**config.mk**
```make
export PLATFORM = sky130hd
export DESIGN_NAME = operand_select_flat
export DESIGN_NICKNAME = d
export VERILOG_FILES = /design/src/rtl/operand_select_pkg.sv /design/src/rtl/operand_select_if.sv /design/src/rtl/operand_select_table.sv /design/src/rtl/operand_select.sv /design/src/flat_wrapper.sv
export SDC_FILE = /design/constraint.sdc
export NUM_CORES = 1
export LEC_CHECK = 0
export CORE_UTILIZATION = 60
export DETAILED_ROUTE_END_ITERATION = 6
export DONT_BUFFER_PORTS = 1
export PLACE_DENSITY = 0.77
export SETUP_SLACK_MARGIN = 0.2
export SLEW_MARGIN = 20
export SYNTH_ARGS = -nofsm -noshare
export SYNTH_HDL_FRONTEND = slang
export SYNTH_SLANG_ARGS = --single-unit
```
**constraint.sdc**
```tcl
create_clock -name clk -period 1.7 [get_ports clk]
set_input_delay 0.425 -clock clk [delete_from_list [all_inputs] [get_ports clk]]
set_output_delay 0.425 -clock clk [all_outputs]
set_load 0.1 [all_outputs]
```
**src/rtl/operand_select_pkg.sv**
```systemverilog
// Shared constants for the operand/constant selector: default constant table
// contents and the pass-through select code.
package operand_select_pkg;

   localparam int DEFAULT_LEN = 10;
   localparam int DEFAULT_CONST [DEFAULT_LEN] = '{0, 1, 2, 3, 4, 6, 7, 8, 9, 15};
   localparam int SEL_PASS = 0;

   // Reset value of table entry idx; entries past the default list are zero.
   function automatic int const_default(input int idx);
      if (idx < DEFAULT_LEN)
         return DEFAULT_CONST[idx];
      else
         return 0;
   endfunction

endpackage

```
**src/rtl/operand_select_if.sv**
```systemverilog
// Request/result handshake, table write port and error counter of operand_select.
interface operand_select_if #(
   parameter int WIDTH = 17,
   parameter int SEL_W = 4,
   parameter int CNT_W = 8
);
   logic             in_valid;
   logic             in_ready;
   logic [WIDTH-1:0] in_data;
   logic [SEL_W-1:0] in_sel;
   logic             out_valid;
   logic             out_ready;
   logic [WIDTH-1:0] out_data;
   logic             out_err;
   logic             wr_en;
   logic [SEL_W-1:0] wr_idx;
   logic [WIDTH-1:0] wr_data;
   logic [CNT_W-1:0] err_count;

   modport master (
      output in_valid, in_data, in_sel, out_ready, wr_en, wr_idx, wr_data,
      input  in_ready, out_valid, out_data, out_err, err_count
   );

   modport slave (
      input  in_valid, in_data, in_sel, out_ready, wr_en, wr_idx, wr_data,
      output in_ready, out_valid, out_data, out_err, err_count
   );
endinterface

```
**src/rtl/operand_select_table.sv**
```systemverilog
// Constant table with combinational read by select code (1..NUM_CONST).
// Writable register array when OPERAND_SELECT_CONST_WR_EN is defined, ROM otherwise.
module operand_select_table
   import operand_select_pkg::*;
#(
   parameter int WIDTH     = 17,
   parameter int NUM_CONST = 10,
   parameter int SEL_W     = 4
) (
   input  logic             clk,
   input  logic             reset,
   input  logic             wr_en,
   input  logic [SEL_W-1:0] wr_idx,
   input  logic [WIDTH-1:0] wr_data,
   input  logic [SEL_W-1:0] rd_sel,
   output logic [WIDTH-1:0] rd_data,
   output logic             rd_hit
);

   logic [WIDTH-1:0] table_word [NUM_CONST];

   genvar gi;
   generate
      for (gi = 0; gi < NUM_CONST; gi++) begin : g_entry
`ifdef OPERAND_SELECT_CONST_WR_EN
         logic [WIDTH-1:0] entry_reg;

         // Out-of-range write indices match no entry and are dropped here.
         always_ff @(posedge clk) begin
            if (reset)
               entry_reg <= WIDTH'(const_default(gi));
            else if (wr_en && (wr_idx == SEL_W'(gi)))
               entry_reg <= wr_data;
         end

         assign table_word[gi] = entry_reg;
`else
         assign table_word[gi] = WIDTH'(const_default(gi));
`endif
      end
   endgenerate

`ifndef OPERAND_SELECT_CONST_WR_EN
   wire unused_wr = &{1'b0, clk, reset, wr_en, wr_idx, wr_data};
`endif

   // Select code k reads entry k-1; code 0 and codes past the table miss.
   always_comb begin
      rd_data = '0;
      rd_hit  = 1'b0;
      for (int i = 0; i < NUM_CONST; i++) begin
         if (rd_sel == SEL_W'(i + 1)) begin
            rd_data = table_word[i];
            rd_hit  = 1'b1;
         end
      end
   end

endmodule

```
**src/rtl/operand_select.sv**
```systemverilog
// Registered operand/constant selector with valid/ready handshake, one-cycle
// latency and a saturating illegal-select counter. Optional: OPERAND_SELECT_CONST_WR_EN.
module operand_select
   import operand_select_pkg::*;
#(
   parameter int WIDTH     = 17,
   parameter int NUM_CONST = 10,
   parameter int SEL_W     = 4,
   parameter int CNT_W     = 8
) (
   input logic                clk,
   input logic                reset,
   operand_select_if.slave    bus
);

   logic             out_valid_reg;
   logic [WIDTH-1:0] out_data_reg;
   logic             out_err_reg;
   logic [CNT_W-1:0] err_count_reg;

   logic             ready;
   logic             accept;
   logic [WIDTH-1:0] rd_data;
   logic             rd_hit;
   logic [WIDTH-1:0] sel_data;
   logic             sel_err;

   operand_select_table #(
      .WIDTH     (WIDTH),
      .NUM_CONST (NUM_CONST),
      .SEL_W     (SEL_W)
   ) u_table (
      .clk     (clk),
      .reset   (reset),
      .wr_en   (bus.wr_en),
      .wr_idx  (bus.wr_idx),
      .wr_data (bus.wr_data),
      .rd_sel  (bus.in_sel),
      .rd_data (rd_data),
      .rd_hit  (rd_hit)
   );

   assign ready  = !out_valid_reg || bus.out_ready;
   assign accept = bus.in_valid && ready;

   always_comb begin
      sel_data = '0;
      sel_err  = 1'b0;
      if (bus.in_sel == SEL_W'(SEL_PASS))
         sel_data = bus.in_data;
      else if (rd_hit)
         sel_data = rd_data;
      else
         sel_err = 1'b1;
   end

   // Table is read combinationally before the edge, so a same-cycle write
   // to the selected entry is seen only by later accepts.
   always_ff @(posedge clk) begin
      if (reset) begin
         out_valid_reg <= 1'b0;
         out_data_reg  <= '0;
         out_err_reg   <= 1'b0;
         err_count_reg <= '0;
      end else if (accept) begin
         out_valid_reg <= 1'b1;
         out_data_reg  <= sel_data;
         out_err_reg   <= sel_err;
         if (sel_err && (err_count_reg != {CNT_W{1'b1}}))
            err_count_reg <= err_count_reg + CNT_W'(1);
      end else if (bus.out_ready) begin
         out_valid_reg <= 1'b0;
      end
   end

   assign bus.in_ready  = ready;
   assign bus.out_valid = out_valid_reg;
   assign bus.out_data  = out_data_reg;
   assign bus.out_err   = out_err_reg;
   assign bus.err_count = err_count_reg;

endmodule

```
**src/flat_wrapper.sv**
```systemverilog
// flat-port wrapper written by rule: the top's interface ports become plain ports
module operand_select_flat import operand_select_pkg::*;
#(
   parameter int WIDTH     = 17,
   parameter int NUM_CONST = 10,
   parameter int SEL_W     = 4,
   parameter int CNT_W     = 8
)
  (clk, reset, bus_in_valid, bus_in_data, bus_in_sel, bus_out_ready, bus_wr_en, bus_wr_idx, bus_wr_data, bus_in_ready, bus_out_valid, bus_out_data, bus_out_err, bus_err_count);
  operand_select_if #(.WIDTH(WIDTH), .SEL_W(SEL_W), .CNT_W(CNT_W)) bus_i ();
  input logic clk;
  input logic reset;
  input wire logic [$bits(bus_i.in_valid)-1:0] bus_in_valid;
  input wire logic [$bits(bus_i.in_data)-1:0] bus_in_data;
  input wire logic [$bits(bus_i.in_sel)-1:0] bus_in_sel;
  input wire logic [$bits(bus_i.out_ready)-1:0] bus_out_ready;
  input wire logic [$bits(bus_i.wr_en)-1:0] bus_wr_en;
  input wire logic [$bits(bus_i.wr_idx)-1:0] bus_wr_idx;
  input wire logic [$bits(bus_i.wr_data)-1:0] bus_wr_data;
  output wire logic [$bits(bus_i.in_ready)-1:0] bus_in_ready;
  output wire logic [$bits(bus_i.out_valid)-1:0] bus_out_valid;
  output wire logic [$bits(bus_i.out_data)-1:0] bus_out_data;
  output wire logic [$bits(bus_i.out_err)-1:0] bus_out_err;
  output wire logic [$bits(bus_i.err_count)-1:0] bus_err_count;
  assign bus_i.in_valid = bus_in_valid;
  assign bus_i.in_data = bus_in_data;
  assign bus_i.in_sel = bus_in_sel;
  assign bus_i.out_ready = bus_out_ready;
  assign bus_i.wr_en = bus_wr_en;
  assign bus_i.wr_idx = bus_wr_idx;
  assign bus_i.wr_data = bus_wr_data;
  assign bus_in_ready = bus_i.in_ready;
  assign bus_out_valid = bus_i.out_valid;
  assign bus_out_data = bus_i.out_data;
  assign bus_out_err = bus_i.out_err;
  assign bus_err_count = bus_i.err_count;
  operand_select #(.WIDTH(WIDTH), .NUM_CONST(NUM_CONST), .SEL_W(SEL_W), .CNT_W(CNT_W)) u_core (.clk(clk), .reset(reset), .bus(bus_i));
endmodule
```
* Word-level counts from Yosys, hierarchy flattened
Cells that the tools add are included.
** Cells by class
- Add/subtract/negate cells :: 1
- $mul :: 0
- Div/mod/pow operators :: 0
- Magnitude comparators :: 0
- Equality and inequality tests :: 11
- Shift-type cells :: 0
- Muxes and demuxes :: 25
- Bitwise operators :: 0
- Reductions and logical operators :: 7
** Operators with widths (count)
- 17-bit 2-to-1 mux :: 10
- 4-bit by 3-bit equality test with 1-bit output (second input constant) :: 4
- 1-bit 2-to-1 mux :: 15
- 4-bit equality test (second input constant) :: 3
- 8-bit by 1-bit adder with 8-bit output (second input constant) :: 1
- 4-bit by 2-bit equality test with 1-bit output (second input constant) :: 2
- 8-bit inequality test (second input constant) :: 1
- 4-bit by 1-bit equality test with 1-bit output (second input constant) :: 1
- 4-bit logical NOT :: 1
- 1-bit logical AND :: 2
- 2-bit AND reduction :: 1
- 2-bit nonzero test :: 1
- 1-bit logical NOT :: 1
- 1-bit logical OR :: 1
** Storage, ports and cells
- Flip-flop bits (word level) :: 27
- Bits in latches :: 0
- Bits in writable memories :: 0
- Memory bits (read-only) :: 0
- Input port bits :: 47
- Output and inout port bits :: 28
- Memories :: 0

* Depth between registers and ports, before layout
Gate-level depths: netlist of the first run.
- Word-level depth :: 15
- Depth in mapped cells :: 6
- Depth with buffers taken out :: 5

* Hierarchy
From an unflattened synthesis of the first run, not the netlist that was laid out.
** Second synthesis, totals
- Cell total of the unflattened synthesis :: 185
- Area, all modules :: 1507.7 µm²
** By module, submodules not included
- operand_select :: times used 1, cells each 153, area each 1292.5 µm², seq. area each 540.5 µm²
- operand_select_table :: times used 1, cells each 32, area each 215.2 µm², seq. area each 0.0 µm²

* Worst setup path after synthesis of the first run
Ideal clock, no wire load.
- Kind :: register to register
- Start :: reg u_core.err_count_reg[0] (netlist: u_core.bus.err_count[0])
- End :: reg u_core.err_count_reg[3] (netlist: u_core.bus.err_count[3])
- Library setup time :: 104 ps
- Arrival time :: 2190 ps
- Data required time :: 1596 ps
- Slack :: -594 ps
- Stages on the path, launching flop included :: 7
- Clock period less this slack :: 2294 ps
- Cell sequence :: dfxtp_1 > ha_1 > nand3_1 > nor3_1 > clkbuf_1 > o311ai_0 > o41ai_1
** On the way
- Cells in the longest elaborated chain, start to end :: 3
** Ends and longest elaborated chain
- start, declared :: line operand_select.sv:19 : logic [CNT_W-1:0] err_count_reg;
- start signal, assigned :: line operand_select.sv:70 : err_count_reg <= err_count_reg + CNT_W'(1);
- branches (longest 3 deep; another with 8-bit by 1-bit adder with 8-bit output)
Parallel ways; which one is timed is not known.
A chain may end at the register's enable or synchronous reset.

* Worst setup path after layout of the first run
- Start :: reg u_core.err_count_reg[0] (netlist: u_core.bus.err_count[0])
- End :: reg u_core.err_count_reg[7] (netlist: u_core.bus.err_count[7])
Same word-level chain as after synthesis.

==> results of run 1 <==
-- kinds of logic (layout without fill, tap and decap cells) --
logic type | count (synthesis) | count (layout) | synth area share
flip-flops | 27 | 27 | 0.454
AND/OR/NAND/NOR | 44 | 44 | 0.203
adder cells (fa/ha/maj) | 1 | 1 | 0.0105
AO/OA/AOI/OAI | 48 | 48 | 0.278
buffers and inverters | 15 | 48 | 0.0546
-- cells in the final DEF (no fill, tap or decap), types with 2 or more instances in the layout --
cell type | Yosys | layout
o211ai_1 | 2 | 2
o31ai_1 | 2 | 2
dfxtp_2 | 0 | 2
nor3_1 | 3 | 2
o21ai_0 | 6 | 6
a22oi_1 | 14 | 14
buf_6 | 0 | 3
o41ai_1 | 4 | 4
o311ai_1 | 2 | 2
a21oi_2 | 0 | 3
nor2_1 | 14 | 14
clkbuf_4 | 0 | 3
dfxtp_1 | 27 | 18
dfxtp_4 | 0 | 7
buf_4 | 1 | 36
nand2_1 | 8 | 8
a21oi_1 | 11 | 8
or4_1 | 3 | 2
nor2b_1 | 3 | 3
inv_1 | 4 | 4
-- worst max-delay path by stage --
stage	from	to	cells past startpoint
6_report	u_core.bus.err_count[0]	u_core.bus.err_count[7]	5
4_1_cts	u_core.bus.err_count[0]	u_core.bus.err_count[5]	5
3_3_place_gp	bus_out_ready	u_core.bus.err_count[4]	4
3_5_place_dp	bus_out_ready	u_core.bus.err_count[4]	4
5_1_grt	u_core.bus.err_count[0]	u_core.bus.err_count[7]	5
2_1_floorplan	u_core.bus.out_valid	u_core.bus.err_count[4]	5
-- through the flow --
stage | cell area, sq um | cells | util
2_1_floorplan | 1280 | 135 | -
3_3_place_gp | 1470 | 180 | 0.817
3_5_place_dp | 1470 | 180 | 0.817
4_1_cts | 1550 | 189 | 0.863
5_1_grt | 1620 | 193 | 0.897
6_report | 1620 | 193 | 0.897
-- final cells by class --
class / instances / area, sq um
Multi-Input combinational cell: 93 / 653
Clock buffer: 3 / 22.5
Tap cell: 25 / 31.3
Fill cell: 77 / 185
Inverter: 4 / 15.0
Sequential cell: 27 / 569
Timing Repair Buffer: 40 / 319
Clock inverter: 1 / 6.26
-- metal layers --
| layer | GRT usage | vias up | share of wire |
|---|---|---|---|
| met5 | 0 | - | 0 |
| met4 | 0.0882 | 0 | 0.021 |
| met3 | 0.0745 | 8 | 0.069 |
| met2 | 0.497 | 63 | 0.50 |
| met1 | 0.345 | 584 | 0.41 |
| li1 | - | 567 | - |
-- power breakdown --
group	internal [mW]	total (mW)	leakage, nW	switching (mW)
Combinational	0.0589	0.213	0.393	0.154
Clock	0.0920	0.292	0.0183	0.200
Sequential	0.638	0.647	0.225	0.00921
-- critical path, cell delays in order (launching register included) --
cell	delay, ns
dfxtp_4	0.41
buf_4	0.12
nand3_1	0.12
or3_4	0.40
o311ai_1	0.25
o41ai_1	0.12
-- what timing repair did --
item                                   CTS  global route
setup endpoints to repair                2            10
resized for setup                        4             8
buffers inserted                         5             4
hold buffers                             0             0
endpoints found under the hold margin    0             0
pin swaps                                2             4
==> impl_metrics.csv, run 1 <==
group,metric,value,unit
global_routing,global_route.overflow_total,0,
sta,setup_viol,0,
hold_path,min_delay_path_depth,1,
floorplanning,fp-row-count,15,
clocking,clock_tree_from_tritoncts,"yes",
clocking,cts.clk_slew.worst_paths,0.15,ns
status,outcome,"finished, final reports clean",
route,viasPerCell,6.33,
sta,relative_max_transition_margin,0.708,
route,drcViolationCount,0,
route,routed_wire_length_per_instance,17.4,microns
synth,netlist_top_cells_area,"dfxtp_1 45%, a22oi_1 8.8%, a21oi_1 4.6%",
worst_setup_path,r2r_end,"u_core.bus.err_count[7]",
sta,final.hold.worst_slack,0.121,ns
synth,post-synth-top-area-fraction,0.454,
hold_path,worst_hold_path_type,"input port to flop",
clocking,tritoncts.num_buffers,3,
worst_setup_path,critPathCaptureType,"flop",
sta,min_period_over_period,0.903,
job,max_cap_viol_count,0,
synth,synth.yosys.seq_area_share,0.454,
global_routing,vias_in_the_first_global_route,988,
power_and_ir_drop,power_per_cell_area,712,nW/um^2
global_routing,global_route.usage.total,0.288,
synth,avgSynthCellArea,8.82,sq um
place,numPortBuffers,0,
worst_setup_path,startpoint_of_the_most_critical_register_to_register_path,"u_core.bus.err_count[0]",
synth,cells_after_synthesis,135,
floorplanning,die_height,46.6,microns
synth,summed_instance_area_of_the_synthesized_netlist,1190,sq um
worst_setup_path,worstRegToRegCells,5,
floorplanning,die_wd,46.6,microns
synth,ys.warnings.count,0,
worst_setup_path,cp-start-kind,"flop",
floorplanning,core_area,1800,sq um
route,number_of_iterations_in_the_first_detailed_routing_pass,4,
route,final_antenna_net_count,0,
power_and_ir_drop,ir_drop,690,uV
clocking,insertion_delay,0.33,ns
layout,flow.area_growth_from_synthesis,35.7,%
synth,synth_edf_count,0,
global_routing,grt_antenna_before_repair,0,
layout,largest_register_ff_count,17,
synth,synth-main-ff-cell,"dfxtp_1",
layout,antenna-diode-count,0,
sta,period_needed,1.53,ns
floorplanning,die_area,2170,sq um
synth,synth_async_sr_flop_share,0,
synth,netlist-cell-type-count,34,
sta,worst_pin_slew,0.432,ns
route,vias,1222,
hold_path,min_delay_worst_endpoint,"u_core.bus.err_count[0]",
synth,synth.largest_area_cell,"dfxtp_1",
global_routing,grt_first_pass_wirelength,4360,microns
power_and_ir_drop,power.total,1.15,mW
hold_path,hold_start,"reset",
place,preCtsSetupSlack,0.162,ns
layout,drive_above_1_share,0.387,
sta,fin_skew,0.00107,ns
synth,synth.net_count,183,
sta,finalHoldViolCount,0,
place,place.detailed.hpwl,2060,microns
synth,top_cells_by_count_synth,"27 x dfxtp_1, 14 x a22oi_1, 14 x nor2_1",
worst_setup_path,reg2reg_setup_slack,0.17,ns
sta,max_freq,652,MHz
worst_setup_path,crit_fanout,5,
sta,unrepaired_setup_endpoints_after_global_routing,"yes",
floorplanning,floorplan.io_pins,75,
clocking,clockBufferDepth,2,
place,gp_routability_congestion,0.743,
sta,post-route-worst-setup-slack,0.166,ns
floorplanning,initial_standard_cell_utilization_of_the_core,0.661,
route,totalWireLength,3350,microns
clocking,clock_tree.htree_level_count,1,
sta,tns,0,ns
worst_setup_path,worstPathRequired,1.92,ns
clocking,tritoncts_num_sinks,27,
worst_setup_path,critPathArrivalTime,1.76,ns
layout,nNetsFinal,217,
synth,synth-seq-cells,27,
synth,most_common_cell_in_the_synthesized_netlist,"dfxtp_1",
route,detail_route.iter0.violations,50,
clocking,clockRootBuffer,"clkbuf_4",
sta,number_of_max_slew_violations_in_the_final_report,0,
worst_setup_path,critical_path_type,"flop to flop",
global_routing,pin_count_of_the_biggest_net_entering_global_routing,28,
power_and_ir_drop,power_leakage,0.637,nW
Note: power is estimated with default switching activity, not from simulation.
==> run 2: changes to the inputs <==
- GPL_TIMING_DRIVEN: not set -> 0
==> impl_metrics.csv, run 2 (synthesis gave the netlist of run 1 again) <==
group,metric,value,unit
status,outcome,"finished, violations left",
status,violated_checks,"setup timing",
job,max_cap_viol_count,0,
worst_setup_path,worstRegToRegCells,6,
layout,design_area,1460,sq um
floorplanning,floorplan.io_pins,75,
layout,nNetsFinal,192,
global_routing,global_route.usage.total,0.272,
worst_setup_path,startpoint_of_the_most_critical_register_to_register_path,"u_core.bus.err_count[1]",
layout,multi_input_comb_area,662,sq um
route,final_antenna_net_count,0,
global_routing,vias_in_the_first_global_route,945,
clocking,cts-hold-fix-buffers,0,
route,drcViolationCount,0,
sta,post-route-worst-setup-slack,-0.0555,ns
route,totalWireLength,2830,microns
clocking,tritoncts.num_buffers,3,
worst_setup_path,worstPathRequired,1.96,ns
clocking,clockBufferDepth,2,
worst_setup_path,critPathCaptureType,"flop",
place,dpl_cell_area,1310,sq um
global_routing,global_route.overflow_total,0,
sta,number_of_max_slew_violations_in_the_final_report,0,
worst_setup_path,startpoint,"u_core.bus.err_count[1]",
power_and_ir_drop,netSwitchingFraction,0.324,
layout,final_common_cell,"dfxtp_2",
route,routed_wire_length_per_instance,16.9,microns
layout,largest_register_ff_count,17,
floorplanning,core_area,1800,sq um
hold_path,hold_start,"bus_in_valid",
power_and_ir_drop,power.total,1.15,mW
route,vias,1069,
clocking,tritoncts_num_sinks,27,
power_and_ir_drop,ir_drop,558,uV
sta,fin_skew,0.00969,ns
layout,fin_util,0.810,
sta,max_freq,570,MHz
layout,flow.area_growth_from_synthesis,22.6,%
sta,unrepaired_setup_endpoints_after_global_routing,"yes",
hold_path,min_delay_path_depth,2,
floorplanning,die_height,46.6,microns
floorplanning,die_area,2170,sq um
worst_setup_path,critPathArrivalTime,2.01,ns
route,number_of_iterations_in_the_first_detailed_routing_pass,4,
place,place.detailed.hpwl,1930,microns
floorplanning,fp-row-count,15,
layout,drive_above_1_share,0.378,
power_and_ir_drop,p_comb_frac,0.100,
global_routing,grt_antenna_before_repair,0,
clocking,clock_tree_from_tritoncts,"yes",
power_and_ir_drop,power_frac_clock,0.250,
worst_setup_path,cp-start-kind,"flop",
power_and_ir_drop,switching_power,371,uW
power_and_ir_drop,power.share.sequential,0.650,
layout,fill_cell_count,120,
place,numPortBuffers,0,
clocking,insertion_delay,0.33,ns
floorplanning,initial_standard_cell_utilization_of_the_core,0.661,
place,preCtsSetupSlack,0.0176,ns
layout,final_cell_mix,"18 x dfxtp_2, 14 x a22oi_1, 14 x nor2_1, 9 x a21oi_1, 9 x dfxtp_4",
layout,area.sequential,597,sq um
sta,setup_viol,1,
power_and_ir_drop,cell_internal_pwr,774,uW
global_routing,pin_count_of_the_biggest_net_entering_global_routing,17,
clocking,clock_tree.htree_level_count,1,
sta,min_period_over_period,1.03,
place,gp_routability_congestion,0.835,
worst_setup_path,critical_path_type,"flop to flop",
sta,period_needed,1.76,ns
sta,worst_pin_slew,0.539,ns
clocking,cts.clk_slew.worst_paths,0.15,ns
power_and_ir_drop,power_leakage,0.519,nW
layout,antenna-diode-count,0,
floorplanning,die_wd,46.6,microns
worst_setup_path,reg2reg_setup_slack,-0.06,ns
worst_setup_path,crit_fanout,10,
route,viasPerCell,6.36,
sta,relative_max_transition_margin,0.641,
clocking,clockRootBuffer,"clkbuf_4",
global_routing,grt_first_pass_wirelength,4130,microns
hold_path,worst_hold_path_type,"input port to flop",
route,detail_route.iter0.violations,24,
sta,finalHoldViolCount,0,
power_and_ir_drop,power_per_cell_area,784,nW/um^2
## run 2: changes by cell type in the layout (fill, tap and decap cells not counted), moves of 4 or more
cell / before / now
buf_4: 36 / 6
dfxtp_1: 18 / 0
dfxtp_2: 2 / 18
clkbuf_1: 0 / 4
## run 2: per-layer routing
metal | global-route usage | share of wire | vias up
li1 | - | - | 520
met1 | 0.360 | 0.43 | 491
met2 | 0.417 | 0.49 | 52
met3 | 0.0706 | 0.068 | 6
met4 | 0.106 | 0.011 | 0
met5 | 0 | 0 | -
## run 2: metrics by stage
| step | setup TNS [ns] | cells | hold slack (ns) |
|---|---|---|---|
| after CTS | 0 | 167 | 0.194 |
| final | -0.0555 | 168 | 0.208 |
| after detailed placement | 0 | 160 | 0.555 |
| after floorplan | 0 | 135 | 0.544 |
| after global placement | 0 | 160 | 0.551 |
| after global routing | -0.366 | 168 | 0.219 |
## run 2: repair_timing
item,4_1_cts,5_1_grt
setup endpoints to repair,40,27
buffers inserted,3,1
pin swaps,0,4
gates resized for setup,25,11
## run 2: cell type report
cell class / count / area share
Multi-Input combinational cell: 93 / 0.453
Clock buffer: 3 / 0.0154
Clock inverter: 1 / 0.00428
Sequential cell: 27 / 0.409
Inverter: 4 / 0.0103
Tap cell: 25 / 0.0214
Buffer: 11 / 0.0660
Timing Repair Buffer: 4 / 0.0206
## run 2: worst paths after layout
path | endpoint
worst min-delay path | u_core.bus.out_valid
worst max-delay path | u_core.bus.err_count[4]
worst max register to register | u_core.bus.err_count[4]
worst min register to register | u_core.bus.err_count[2]
## run 2: power by group through the flow
stage	clock network [mW]	registers, mW	logic, mW
floorplan	0	0.756	0.0869
global placement	0	0.759	0.0994
detailed placement	0	0.759	0.104
global route	0.316	0.746	0.126
finish	0.286	0.744	0.115
CTS	0.290	0.748	0.111
## run 2: worst max-delay path, cell delays in order, from the launching register on
cell     delay, ns
dfxtp_4       0.49
ha_4          0.22
nand3_4       0.11
nor3_4        0.06
buf_8         0.14
or4_4         0.51
a21oi_2       0.14
